`config.mk`:
```
export PLATFORM = sky130hd
export DESIGN_NAME = conv3x3_window_fetch
export DESIGN_NICKNAME = d
export VERILOG_FILES = /design/src/rtl/conv3x3_window_fetch.sv
export SDC_FILE = /design/constraint.sdc
export NUM_CORES = 1
export LEC_CHECK = 0
export CAP_MARGIN = 20
export CORE_MARGIN = 10
export CORE_UTILIZATION = 45
export CTS_BUF_LIST = sky130_fd_sc_hd__clkbuf_4 sky130_fd_sc_hd__clkbuf_8
export CTS_CLUSTER_SIZE = 30
export DETAILED_ROUTE_END_ITERATION = 6
export PLACE_DENSITY = 0.69
export REMOVE_ABC_BUFFERS = 1
export SYNTH_ARGS = -nofsm -noshare
export SYNTH_HDL_FRONTEND = slang
export SYNTH_SLANG_ARGS = --single-unit
```
`constraint.sdc`:
```
create_clock -name clock -period 16.6 [get_ports clock]
set_input_delay 3.32 -clock clock [delete_from_list [all_inputs] [get_ports clock]]
set_output_delay 3.32 -clock clock [all_outputs]
set_load 0.005 [all_outputs]
```
`src/rtl/conv3x3_window_fetch.sv`:
```
// Read-side controller for a triple-read frame RAM. It issues row r-1/r/r+1 addresses
// and shifts the returned columns into a 3x3 window, which it streams over valid/ready.
`timescale 1ns/1ps
module conv3x3_window_fetch #(
    parameter int DATA_WIDTH = 16,
    parameter int ADDR_WIDTH = 10,
    parameter int IMG_W      = 32,
    parameter int IMG_H      = 32
) (
    input  logic                    clock,
    input  logic                    reset,
    input  logic                    start,
    output logic                    busy,
    output logic                    done,
    output logic [ADDR_WIDTH-1:0]   read_addr1,
    output logic [ADDR_WIDTH-1:0]   read_addr2,
    output logic [ADDR_WIDTH-1:0]   read_addr3,
    input  logic [DATA_WIDTH-1:0]   q1,
    input  logic [DATA_WIDTH-1:0]   q2,
    input  logic [DATA_WIDTH-1:0]   q3,
    output logic [9*DATA_WIDTH-1:0] win,
    output logic                    win_valid,
    input  logic                    win_ready,
    output logic [ADDR_WIDTH-1:0]   win_row,
    output logic [ADDR_WIDTH-1:0]   win_col
);
    localparam int DW = DATA_WIDTH;
    localparam int AW = ADDR_WIDTH;
    localparam logic [AW-1:0] ROW_STEP  = AW'(IMG_W);
    localparam logic [AW-1:0] ROW_STEP2 = AW'(2 * IMG_W);
    localparam logic [AW-1:0] LAST_FR   = AW'(IMG_H - 2);
    localparam logic [AW-1:0] LAST_FC   = AW'(IMG_W - 1);
    localparam logic [AW-1:0] LAST_WC   = AW'(IMG_W - 2);

    typedef enum logic [1:0] {IDLE, STREAM, FINISH} state_t;

    state_t         state;
    logic [AW-1:0]  nxt_fr, nxt_fc, nxt_base;
    logic           issuing;
    logic           a_valid, q_valid, hold_valid;
    logic [AW-1:0]  a_row, a_col, q_row, q_col, hold_row, hold_col;
    logic [DW-1:0]  hold1, hold2, hold3;
    logic [AW-1:0]  col_cnt;
    logic [DW-1:0]  pix [9];

    logic           advance, last_accept, src_valid;
    logic [AW-1:0]  src_row, src_col, new_cnt;
    logic [DW-1:0]  src1, src2, src3;

    // a_* tags the address register, q_* tags what the RAM output currently holds;
    // hold_* keeps the unconsumed q word when a stall makes the RAM re-read ahead.
    assign advance     = (state == STREAM) && (!win_valid || win_ready);
    assign last_accept = win_valid && win_ready && (win_row == LAST_FR) && (win_col == LAST_WC);
    assign src_valid   = hold_valid | q_valid;
    assign src_row     = hold_valid ? hold_row : q_row;
    assign src_col     = hold_valid ? hold_col : q_col;
    assign src1        = hold_valid ? hold1 : q1;
    assign src2        = hold_valid ? hold2 : q2;
    assign src3        = hold_valid ? hold3 : q3;
    assign new_cnt     = (src_col == '0) ? AW'(1) : col_cnt + AW'(1);

    always_comb begin
        win = '0;
        for (int i = 0; i < 9; i++) win[i*DW +: DW] = pix[i];
    end

    // NOTE: all state is updated with non-blocking assignments so every register samples pre-edge values.
    always_ff @(posedge clock or posedge reset) begin
        if (reset) begin
            state      <= IDLE;
            busy       <= 1'b0;
            done       <= 1'b0;
            read_addr1 <= '0;
            read_addr2 <= '0;
            read_addr3 <= '0;
            win_valid  <= 1'b0;
            win_row    <= '0;
            win_col    <= '0;
            nxt_fr     <= '0;
            nxt_fc     <= '0;
            nxt_base   <= '0;
            issuing    <= 1'b0;
            a_valid    <= 1'b0;
            a_row      <= '0;
            a_col      <= '0;
            q_valid    <= 1'b0;
            q_row      <= '0;
            q_col      <= '0;
            hold_valid <= 1'b0;
            hold_row   <= '0;
            hold_col   <= '0;
            hold1      <= '0;
            hold2      <= '0;
            hold3      <= '0;
            col_cnt    <= '0;
            for (int i = 0; i < 9; i++) pix[i] <= '0;
        end else begin
            done <= 1'b0;
            case (state)
                IDLE: begin
                    q_valid    <= 1'b0;
                    hold_valid <= 1'b0;
                    if (start) begin
                        state      <= STREAM;
                        busy       <= 1'b1;
                        read_addr1 <= '0;
                        read_addr2 <= ROW_STEP;
                        read_addr3 <= ROW_STEP2;
                        a_valid    <= 1'b1;
                        a_row      <= AW'(1);
                        a_col      <= '0;
                        nxt_fr     <= AW'(1);
                        nxt_fc     <= AW'(1);
                        nxt_base   <= '0;
                        issuing    <= 1'b1;
                        col_cnt    <= '0;
                        win_valid  <= 1'b0;
                    end
                end
                STREAM: begin
                    q_valid <= a_valid;
                    q_row   <= a_row;
                    q_col   <= a_col;
                    if (last_accept) begin
                        state      <= FINISH;
                        done       <= 1'b1;
                        win_valid  <= 1'b0;
                        a_valid    <= 1'b0;
                        hold_valid <= 1'b0;
                        issuing    <= 1'b0;
                    end else if (advance) begin
                        hold_valid <= 1'b0;
                        if (issuing) begin
                            read_addr1 <= nxt_base + nxt_fc;
                            read_addr2 <= nxt_base + ROW_STEP + nxt_fc;
                            read_addr3 <= nxt_base + ROW_STEP2 + nxt_fc;
                            a_valid    <= 1'b1;
                            a_row      <= nxt_fr;
                            a_col      <= nxt_fc;
                            if (nxt_fc == LAST_FC) begin
                                nxt_fc   <= '0;
                                nxt_fr   <= nxt_fr + AW'(1);
                                nxt_base <= nxt_base + ROW_STEP;
                                if (nxt_fr == LAST_FR) issuing <= 1'b0;
                            end else begin
                                nxt_fc <= nxt_fc + AW'(1);
                            end
                        end else begin
                            a_valid <= 1'b0;
                        end
                        if (src_valid) begin
                            pix[0]  <= pix[1];
                            pix[1]  <= pix[2];
                            pix[2]  <= src1;
                            pix[3]  <= pix[4];
                            pix[4]  <= pix[5];
                            pix[5]  <= src2;
                            pix[6]  <= pix[7];
                            pix[7]  <= pix[8];
                            pix[8]  <= src3;
                            col_cnt <= new_cnt;
                            if (new_cnt >= AW'(3)) begin
                                win_row <= src_row;
                                win_col <= new_cnt - AW'(2);
                            end
                            win_valid <= (new_cnt >= AW'(3));
                        end else begin
                            win_valid <= 1'b0;
                        end
                    end else if (!hold_valid && q_valid) begin
                        hold_valid <= 1'b1;
                        hold_row   <= q_row;
                        hold_col   <= q_col;
                        hold1      <= q1;
                        hold2      <= q2;
                        hold3      <= q3;
                    end
                end
                default: begin
                    state   <= IDLE;
                    busy    <= 1'b0;
                    q_valid <= 1'b0;
                end
            endcase
        end
    end
endmodule

```
==> impl_metrics.toml, run 1 <==
[clock_tree]
cts_buffer_depth = 3
postCtsSetupBuffers = 0
cts-root-buf = "clkbuf_8"
cts.sinks = 337
numCtsBuffers = 57
cts_tree = "yes"
clkSlewWorstSetupHoldPaths_ps = 60
cts_hold_buf = 0
cts_resized = 0
clk_latency_ps = 580
h-tree-depth = 2

[die]
io_pins = 249
initial_core_util_pct = 45.3
dieArea_um2 = 41400
core_um2 = 33400
rows = 67
die_y_um = 203
fp.dieW_um = 203

[cells_and_area]
diodes = 0
layout_commonest_cell = "dfrtp_1"
nets = 1558
fin_cells = 1975
drive_gt1_share_pct = 21.0
area_growth_pct = 26.7
final_cell_mix = "dfrtp_1 (336), clkdlybuf4s50_1 (248), nand2_1 (141)"

[setup_path]
worstPathRequired_ps = 17060
crit_path_end_kind = "flop"
crit_path_start_kind = "primary input"
arrival_ps = 6080
critPathKind = "in2reg"
crit_fanout = 159

[synthesis]
syn_inst = 1242
syn_area_um2 = 15100
synth_edf_count = 0
ys.warnings.count = 0
synth-seq-cells = 337
ys.flop_type = "dfrtp_1"
ys_types = 61
netlist_top_cells_area = "dfrtp_1 (56%), mux2_4 (8.4%), mux2_2 (8.0%)"
avgSynthCellArea_um2 = 12.2
async_reset_ff_share_pct = 100
synth_top_area_share_pct = 55.7
synth-seq-area-share_pct = 55.7
synth_largest_area_cell = "dfrtp_1"

[sta]
fin_skew_ps = 15.6
rsz0062_at_grt = "no"
tightest_slew_ps = 1010
fin_tns_setup_ps = 0
max_slew_margin_pct = 32.9
fin_crit_ps = 5620
hold_violations = 0
fin_crit_sh_pct = 33.8
maxSlewViolCount = 0
finalSetupViolCount = 0
max_freq_ghz = 0.178

[global_routing]
grt_usage_pct = 17.0
grt_overflow_total = 0
grt_antenna_before_repair = 0
grt_pass1_wl_um = 57500
grt_pass1_vias = 10400
grt_max_degree = 160

[power_and_ir_drop]
ir_drop_mv = 0.158
power_leakage_nw = 8.60
powerDensity_nw_per_um2 = 199

[drt]
post_drt_wl_per_cell_um = 18.1
wl_um = 35800
drt_pass1_iterations = 4
via_count = 10300
drc = 0
drtIter0Drc = 500
ant_nets = 0
via_per_inst = 5.22

[place]
routabilityCongestion = 0.858
port_buffers = 248
dp.cells = 1870
dp_hpwl_um = 24500

[min_path]
worstHoldPathType = "reg2reg"

[status]
outcome = "complete, no violations"

[run]
cap_violations = 0
==> critical path, stage by stage <==
cell and delay, ps:
clkdlybuf4s50_1 430, nand4_1 160, nor4_4 70, a211oi_1 300
nor2b_4 330, buf_12 250, buf_12 650, mux2_2 410
==> per-layer routing <==
layer	wire [µm]	track usage (%)
met4	527	4.32
met1	16800	22.9
met2	16400	26.9
met3	2070	4.08
met5	0	0
==> logic make-up (layout without fill, tap and decap cells) <==
group / Yosys count / after routing / share of synthesized area (%)
compound gates: 194 / 194 / 7.77
xor+xnor: 28 / 28 / 1.62
fa+ha+maj: 22 / 22 / 1.92
buf+inv: 99 / 384 / 3.59
flops: 337 / 337 / 55.7
mux: 244 / 244 / 19.8
other cells: 1 / 1 / 0.0248
simple gates: 317 / 317 / 9.49
==> synth_stat cells, types with 2 or more instances <==
master,number
o22ai_1,3
fa_1,2
nor4b_1,3
xor2_1,13
a22o_1,6
ha_1,20
a21oi_1,70
nand4_1,7
nand3_1,26
buf_4,10
or3_1,3
xnor2_1,15
nand2_1,141
o211ai_1,3
nand4b_1,2
o31ai_1,24
o22a_1,3
dfrtp_1,337
o2bb2ai_1,2
buf_1,9
nor2b_1,5
nor3_1,7
nor4_1,6
nand2b_1,2
clkbuf_1,29
buf_6,15
a31oi_1,4
a21o_1,8
buf_2,16
mux2_2,107
o21ai_0,53
and3_1,13
inv_1,19
o21bai_1,5
o21a_1,2
and2_1,4
or4b_1,2
nor2_1,85
or4_1,3
nor3b_1,3
mux2i_1,51
mux2_4,85
==> report_power, final <==
part | total [W] | internal (W) | switching (W)
sequential | 0.00141 | 0.00115 | 0.000259
combinational | 0.00162 | 0.000981 | 0.000643
clock | 0.000777 | 0.000456 | 0.000321
==> metrics by stage <==
stage | cell area [µm²] | hold slack (ps) | util, % | total power [W] | worst slack [ps]
3_3_place_gp | 17800 | 447 | 53.5 | 0.00300 | 9950
4_1_cts | 19100 | 468 | 57.2 | 0.00385 | 10590
3_5_place_dp | 17800 | 453 | 53.5 | 0.00305 | 9950
2_1_floorplan | 14700 | 439 | - | 0.00249 | 2110
6_report | 19200 | 465 | 57.5 | 0.00381 | 10980
5_1_grt | 19200 | 485 | 57.5 | 0.00406 | 10710
==> final cells by class <==
cell class | instances | area [µm²]
fillers | 2790 | 14200
repair buffers | 263 | 2660
well taps | 448 | 561
multi-input cells | 806 | 6190
clock inverters | 8 | 45.0
clock buffers | 94 | 1210
flip-flops and latches | 337 | 8440
inverters | 19 | 78.8
==> sequential cells by signal, summed over array words and instances, names as in the netlist, 2 cells and up <==
| name | count |
|---|---|
| nxt_fr | 10 |
| win_col | 10 |
| hold1 | 16 |
| win | 144 |
| q_col | 10 |
| hold_row | 10 |
| nxt_fc | 10 |
| a_row | 10 |
| read_addr3 | 8 |
| state | 2 |
| read_addr2 | 5 |
| hold_col | 10 |
| a_col | 9 |
| hold3 | 16 |
| read_addr1 | 9 |
| col_cnt | 10 |
| win_row | 10 |
| q_row | 10 |
| nxt_base | 5 |
| hold2 | 16 |
==> path summary, 6_finish.rpt <==
check / start / to / slack, ps / cells past startpoint
max: win_ready / win[7] / 10980 / 8
min: a_row[5] / q_row[5] / 470 / 2
max reg2reg: hold_valid / win_row[1] / 13280 / 7
min reg2reg: a_row[5] / q_row[5] / 470 / 2
max in group asynchronous: reset / win[75] / 11140 / 4
min in group asynchronous: reset / win[13] / 3330 / 2
(Power assumes the default switching activity.)
==> run 2, diff against run 1 <==
--- a/config.mk
+++ b/config.mk
@@ -11,7 +11,7 @@
 export CTS_BUF_LIST = sky130_fd_sc_hd__clkbuf_4 sky130_fd_sc_hd__clkbuf_8
 export CTS_CLUSTER_SIZE = 30
 export DETAILED_ROUTE_END_ITERATION = 6
-export PLACE_DENSITY = 0.69
+export PLACE_DENSITY = 0.72
 export REMOVE_ABC_BUFFERS = 1
 export SYNTH_ARGS = -nofsm -noshare
 export SYNTH_HDL_FRONTEND = slang
==> constraint.sdc (replaced) <==
create_clock -name clock -period 4.9 [get_ports clock]
set_input_delay 0.98 -clock clock [delete_from_list [all_inputs] [get_ports clock]]
set_output_delay 0.98 -clock clock [all_outputs]
set_load 0.005 [all_outputs]
==> impl_metrics.toml, run 2 (synthesis results as in run 1) <==
[clock_tree]
cts.sinks = 337
clk_latency_ps = 590
postCtsSetupBuffers = 0
cts_hold_buf = 0
cts_tree = "yes"
cts_resized = 0
cts_buffer_depth = 3
cts-root-buf = "clkbuf_8"
clkSlewWorstSetupHoldPaths_ps = 60
h-tree-depth = 2
numCtsBuffers = 54

[global_routing]
grt_pass1_vias = 10500
met3_usage_pct = 4.54
gr-usage-met1_pct = 23.1
grt_pass1_wl_um = 59100
grt_max_degree = 119
grt_usage_pct = 17.4
grt_antenna_before_repair = 2
grt_overflow_total = 0
top_usage_layer = "met2"
use_met2_pct = 28.0

[drt]
via_count = 10500
drc = 0
ant_nets = 0
post_drt_wl_per_cell_um = 18.6
via_per_inst = 5.27
wl_um = 37000
drtIter0Drc = 597
drt_pass1_iterations = 5

[power_and_ir_drop]
power_frac_comb_pct = 42.9
power_leakage_nw = 8.67
p_int_w = 0.00879
powerDensity_nw_per_um2 = 675
p_sw_w = 0.00422
p_seq_share_pct = 37.2
ir_drop_mv = 0.310
finalPower_w = 0.0130
p_sw_share_pct = 32.5
pwr-share-clk_pct = 19.9

[status]
outcome = "complete, no violations"

[cells_and_area]
layout_commonest_cell = "dfrtp_1"
num-fill-cells = 2773
area_growth_pct = 27.4
drive_gt1_share_pct = 21.7
nets = 1575
final_cell_mix = "dfrtp_1 (336), clkdlybuf4s50_1 (248), nand2_1 (141)"
largest_register_ff_count = 144

[setup_path]
cp.depth = 8
reg2reg_slack_ps = 1760
crit_path_end_kind = "flop"
critPathKind = "reg2reg"
crit_fanout = 15
cp_cell_sequence = "ha_1 -> nand3_1 -> nor2_1 -> xor2_1 -> a2111oi_2 -> nor3_4 -> buf_4 -> mux2_2"
cp.buffers_inverters = 1
max_stage_delay_ps = 510
critical_path.top_delay_family = "simple AND/OR/NAND/NOR gates"
worstPathRequired_ps = 5370
slowest_stage = "dfrtp_1"
r2r.worst_path.cells = 8
r2r_end = "win_row[3]"
crit_path_start_kind = "flop"
r2r_start = "col_cnt[0]"
arrival_ps = 3600

[sta]
max_freq_ghz = 0.319
finalSetupViolCount = 0
fin_skew_ps = 24.1
fin_crit_ps = 3140
rsz0062_at_grt = "no"
maxSlewViolCount = 0
tightest_slew_ps = 999
fin_crit_sh_pct = 64.0
hold_violations = 0
max_slew_margin_pct = 33.3
setup_ws_ps = 1760

[die]
core_um2 = 33400
die_y_um = 203
io_pins = 249
initial_core_util_pct = 45.3
fp.dieW_um = 203
dieArea_um2 = 41400
rows = 67

[run]
cap_violations = 0

[min_path]
hold_depth = 2
worstHoldPathType = "reg2reg"
hp-start = "a_col[4]"
holdPathEnd = "q_col[4]"

[place]
dp_hpwl_um = 25900
routabilityCongestion = 0.870
port_buffers = 248
place_ws_ps = 1170
==> run 2: cell types whose count changed in the layout (fill, tap and decap cells not counted) <==
| cell | previous run | this run |
|---|---|---|
| a31oi_1 | 3 | 4 |
| diode_2 | 0 | 1 |
| buf_12 | 2 | 5 |
| a31oi_2 | 1 | 0 |
| clkbuf_4 | 14 | 10 |
| buf_4 | 11 | 30 |
| buf_16 | 2 | 0 |
| clkinv_2 | 6 | 7 |
| clkinvlp_4 | 2 | 1 |
| clkbuf_8 | 80 | 79 |
==> run 2: final cells by class <==
cell class	count	area (µm²)	share of cell area, %
clock inverters	8	42.5	0.221
clock buffers	89	1160	6.03
inverters	19	78.8	0.409
well taps	448	561	2.91
diodes	1	2.50	0.0130
multi-input cells	806	6180	32.1
repair buffers	283	2810	14.6
flip-flops and latches	337	8440	43.8
==> run 2: worst max path at each step <==
| stage | from | endpoint | slack, ps |
|---|---|---|---|
| floorplan | hold_valid | win[10] | -7970 |
| global placement | win_ready | win[15] | 1280 |
| detailed placement | win_ready | win[13] | 1170 |
| CTS | col_cnt[0] | win_row[3] | 1780 |
| global route | col_cnt[0] | win_row[3] | 1550 |
| finish | col_cnt[0] | win_row[3] | 1760 |
==> run 2: worst min-delay path: stages (launching register included) <==
cell     delay (ps)
dfrtp_1         340
nand2_1          50
nand2_1          40
==> run 2: power groups by stage <==
stage,registers [W],clock network [W],logic [W]
finish,0.00483,0.00259,0.00558
global route,0.00499,0.00279,0.00603
CTS,0.00484,0.00267,0.00567
detailed placement,0.00488,0,0.00565
global placement,0.00483,0,0.00549
floorplan,0.00470,0,0.00302
==> run 2: routing by layer <==
metal,routed length (µm),vias up,share of wire (%)
li1,-,4872,-
met1,16700,5267,45
met2,17200,316,47
met3,2420,43,6.5
met4,559,2,1.5
met5,11,-,0.030
==> run 2: stage by stage <==
stage | area, µm² | util [%] | TNS, ps | instances | hold slack, ps
after global routing | 19300 | 57.8 | 0 | 1990 | 487
after detailed placement | 18100 | 54.1 | 0 | 1893 | 451
after CTS | 19300 | 57.8 | 0 | 1990 | 471
after floorplan | 14700 | - | -2974870 | 1162 | 439
after global placement | 18100 | 54.1 | 0 | 1893 | 450
final | 19300 | 57.8 | 0 | 1991 | 466
==> run 3, diff against run 2 <==
==> constraint.sdc (replaced) <==
create_clock -name clock -period 2.7 [get_ports clock]
set_input_delay 0.54 -clock clock [delete_from_list [all_inputs] [get_ports clock]]
set_output_delay 0.54 -clock clock [all_outputs]
set_load 0.005 [all_outputs]
==> impl_metrics.toml, run 3 (synthesis results as in run 1) <==
[cells_and_area]
diodes = 0
nets = 1607
fin_cells = 2021
final_cell_mix = "dfrtp_1 (336), clkdlybuf4s50_1 (248), nand2_1 (141)"
largest_register_ff_count = 144
layout_commonest_cell = "dfrtp_1"
drive_gt1_share_pct = 23.3
area_growth_pct = 29.7

[sta]
hold_violations = 0
fin_crit_sh_pct = 93.5
max_freq_ghz = 0.396
finalSetupViolCount = 0
tightest_slew_ps = 707
fin_crit_ps = 2520
max_slew_margin_pct = 52.7
maxSlewViolCount = 0
fin_skew_ps = 33.0
hold_slack_ps = 388
rsz0062_at_grt = "no"

[clock_tree]
cts.sinks = 337
clk_latency_ps = 580
cts_tree = "yes"
cts-root-buf = "clkbuf_8"
cts_buffer_depth = 3
h-tree-depth = 2
cts_hold_buf = 0
postCtsSetupBuffers = 0
numCtsBuffers = 55
clkSlewWorstSetupHoldPaths_ps = 60

[global_routing]
grt_overflow_total = 0
grt_pass1_vias = 11000
grt_pass1_wl_um = 60700
grt_usage_pct = 17.9
grt_antenna_before_repair = 1
grt_max_degree = 78

[setup_path]
r2r.worst_path.cells = 8
critPathKind = "reg2reg"
crit_fanout = 10
r2r_start = "col_cnt[0]"
crit_path_end_kind = "flop"
reg2reg_slack_ps = 180
crit_path_start_kind = "flop"
worstPathRequired_ps = 3170
cp-startpoint = "col_cnt[0]"
critPathCapture = "win_row[9]"
arrival_ps = 2990
r2r_end = "win_row[9]"

[die]
initial_core_util_pct = 45.3
rows = 67
die_y_um = 203
fp.dieW_um = 203
core_um2 = 33400
io_pins = 249
dieArea_um2 = 41400

[drt]
ant_nets = 0
via_per_inst = 5.26
drc = 0
wl_um = 37700
post_drt_wl_per_cell_um = 18.6
drtIter0Drc = 589
via_count = 10600
drt_pass1_iterations = 5

[power_and_ir_drop]
ir_drop_mv = 0.584
powerDensity_nw_per_um2 = 1220
power_leakage_nw = 8.86

[place]
routabilityCongestion = 0.861
dp.cells = 1923
port_buffers = 248
dp_hpwl_um = 26500

[status]
outcome = "complete, no violations"

[run]
cap_violations = 0

[min_path]
worstHoldPathType = "in2async"
-- run 3: cell count changes in the layout (fill, tap and decap cells not counted), sizes merged --
cell      before  now
nor3           8    9
bufinv         0    1
diode          1    0
clkinvlp       1    0
clkinv         7    4
buf           35   65
clkbuf        89   92
-- run 3: repair_timing --
item	in CTS	in global routing
hold endpoints to repair	0	0
resized for setup	1	3
setup endpoints to repair	12	20
cloned	1	0
-- run 3: worst max-delay path, stage by stage (launching register included) --
cell       delay (ps)
dfrtp_1           380
ha_1              270
nand3_1           130
buf_4             140
nor2_1             40
o21ai_0           280
a2111oi_4         170
nor3_4            580
mux2_2            400
-- run 3: worst min path at each step --
stage                     slack (ps)      from           to
after floorplan                  440  a_col[2]     q_col[2]
after global placement           450  a_col[7]     q_col[7]
after detailed placement         460   a_valid      a_valid
after CTS                        350     reset  hold_row[5]
after global routing             370     reset      win[69]
final                            390     reset     hold1[8]
-- run 3: stage by stage --
stage	cell area (µm²)	utilization [%]	total power (W)	worst slack [ps]	setup TNS, ps
finish	19600	58.8	0.0240	176	0
global route	19600	58.8	0.0255	6.17	0
CTS	19600	58.7	0.0242	57.9	0
detailed placement	18400	55.2	0.0194	-317	-5950
global placement	18400	55.2	0.0191	-264	-4520
floorplan	14700	-	0.0131	-10170	-4226080
-- run 3: layout make-up --
class	instances	area, µm²
clock inverter	5	50.0
clock buffer	92	1130
fill	2682	13700
inverter	19	78.8
sequential	337	8440
tap	448	561
multi-input combinational	807	6220
timing repair buffer	313	3150
-- run 3: per-layer routing --
layer	part of all wire (%)	global-route usage [%]	wire length, µm	up-vias
met5	0.035	0	13	-
met4	1.7	4.72	636	2
met3	6.3	4.06	2350	64
met2	47	29.1	17800	326
met1	45	23.7	16800	5311
li1	-	-	-	4933
-- run 3: report_power, final --
| group | internal [W] | total, W | switching, W |
|---|---|---|---|
| Sequential | 0.00709 | 0.00865 | 0.00156 |
| Combinational | 0.00643 | 0.0107 | 0.00423 |
| Clock | 0.00271 | 0.00464 | 0.00193 |
| Total | 0.0162 | 0.0240 | 0.00772 |
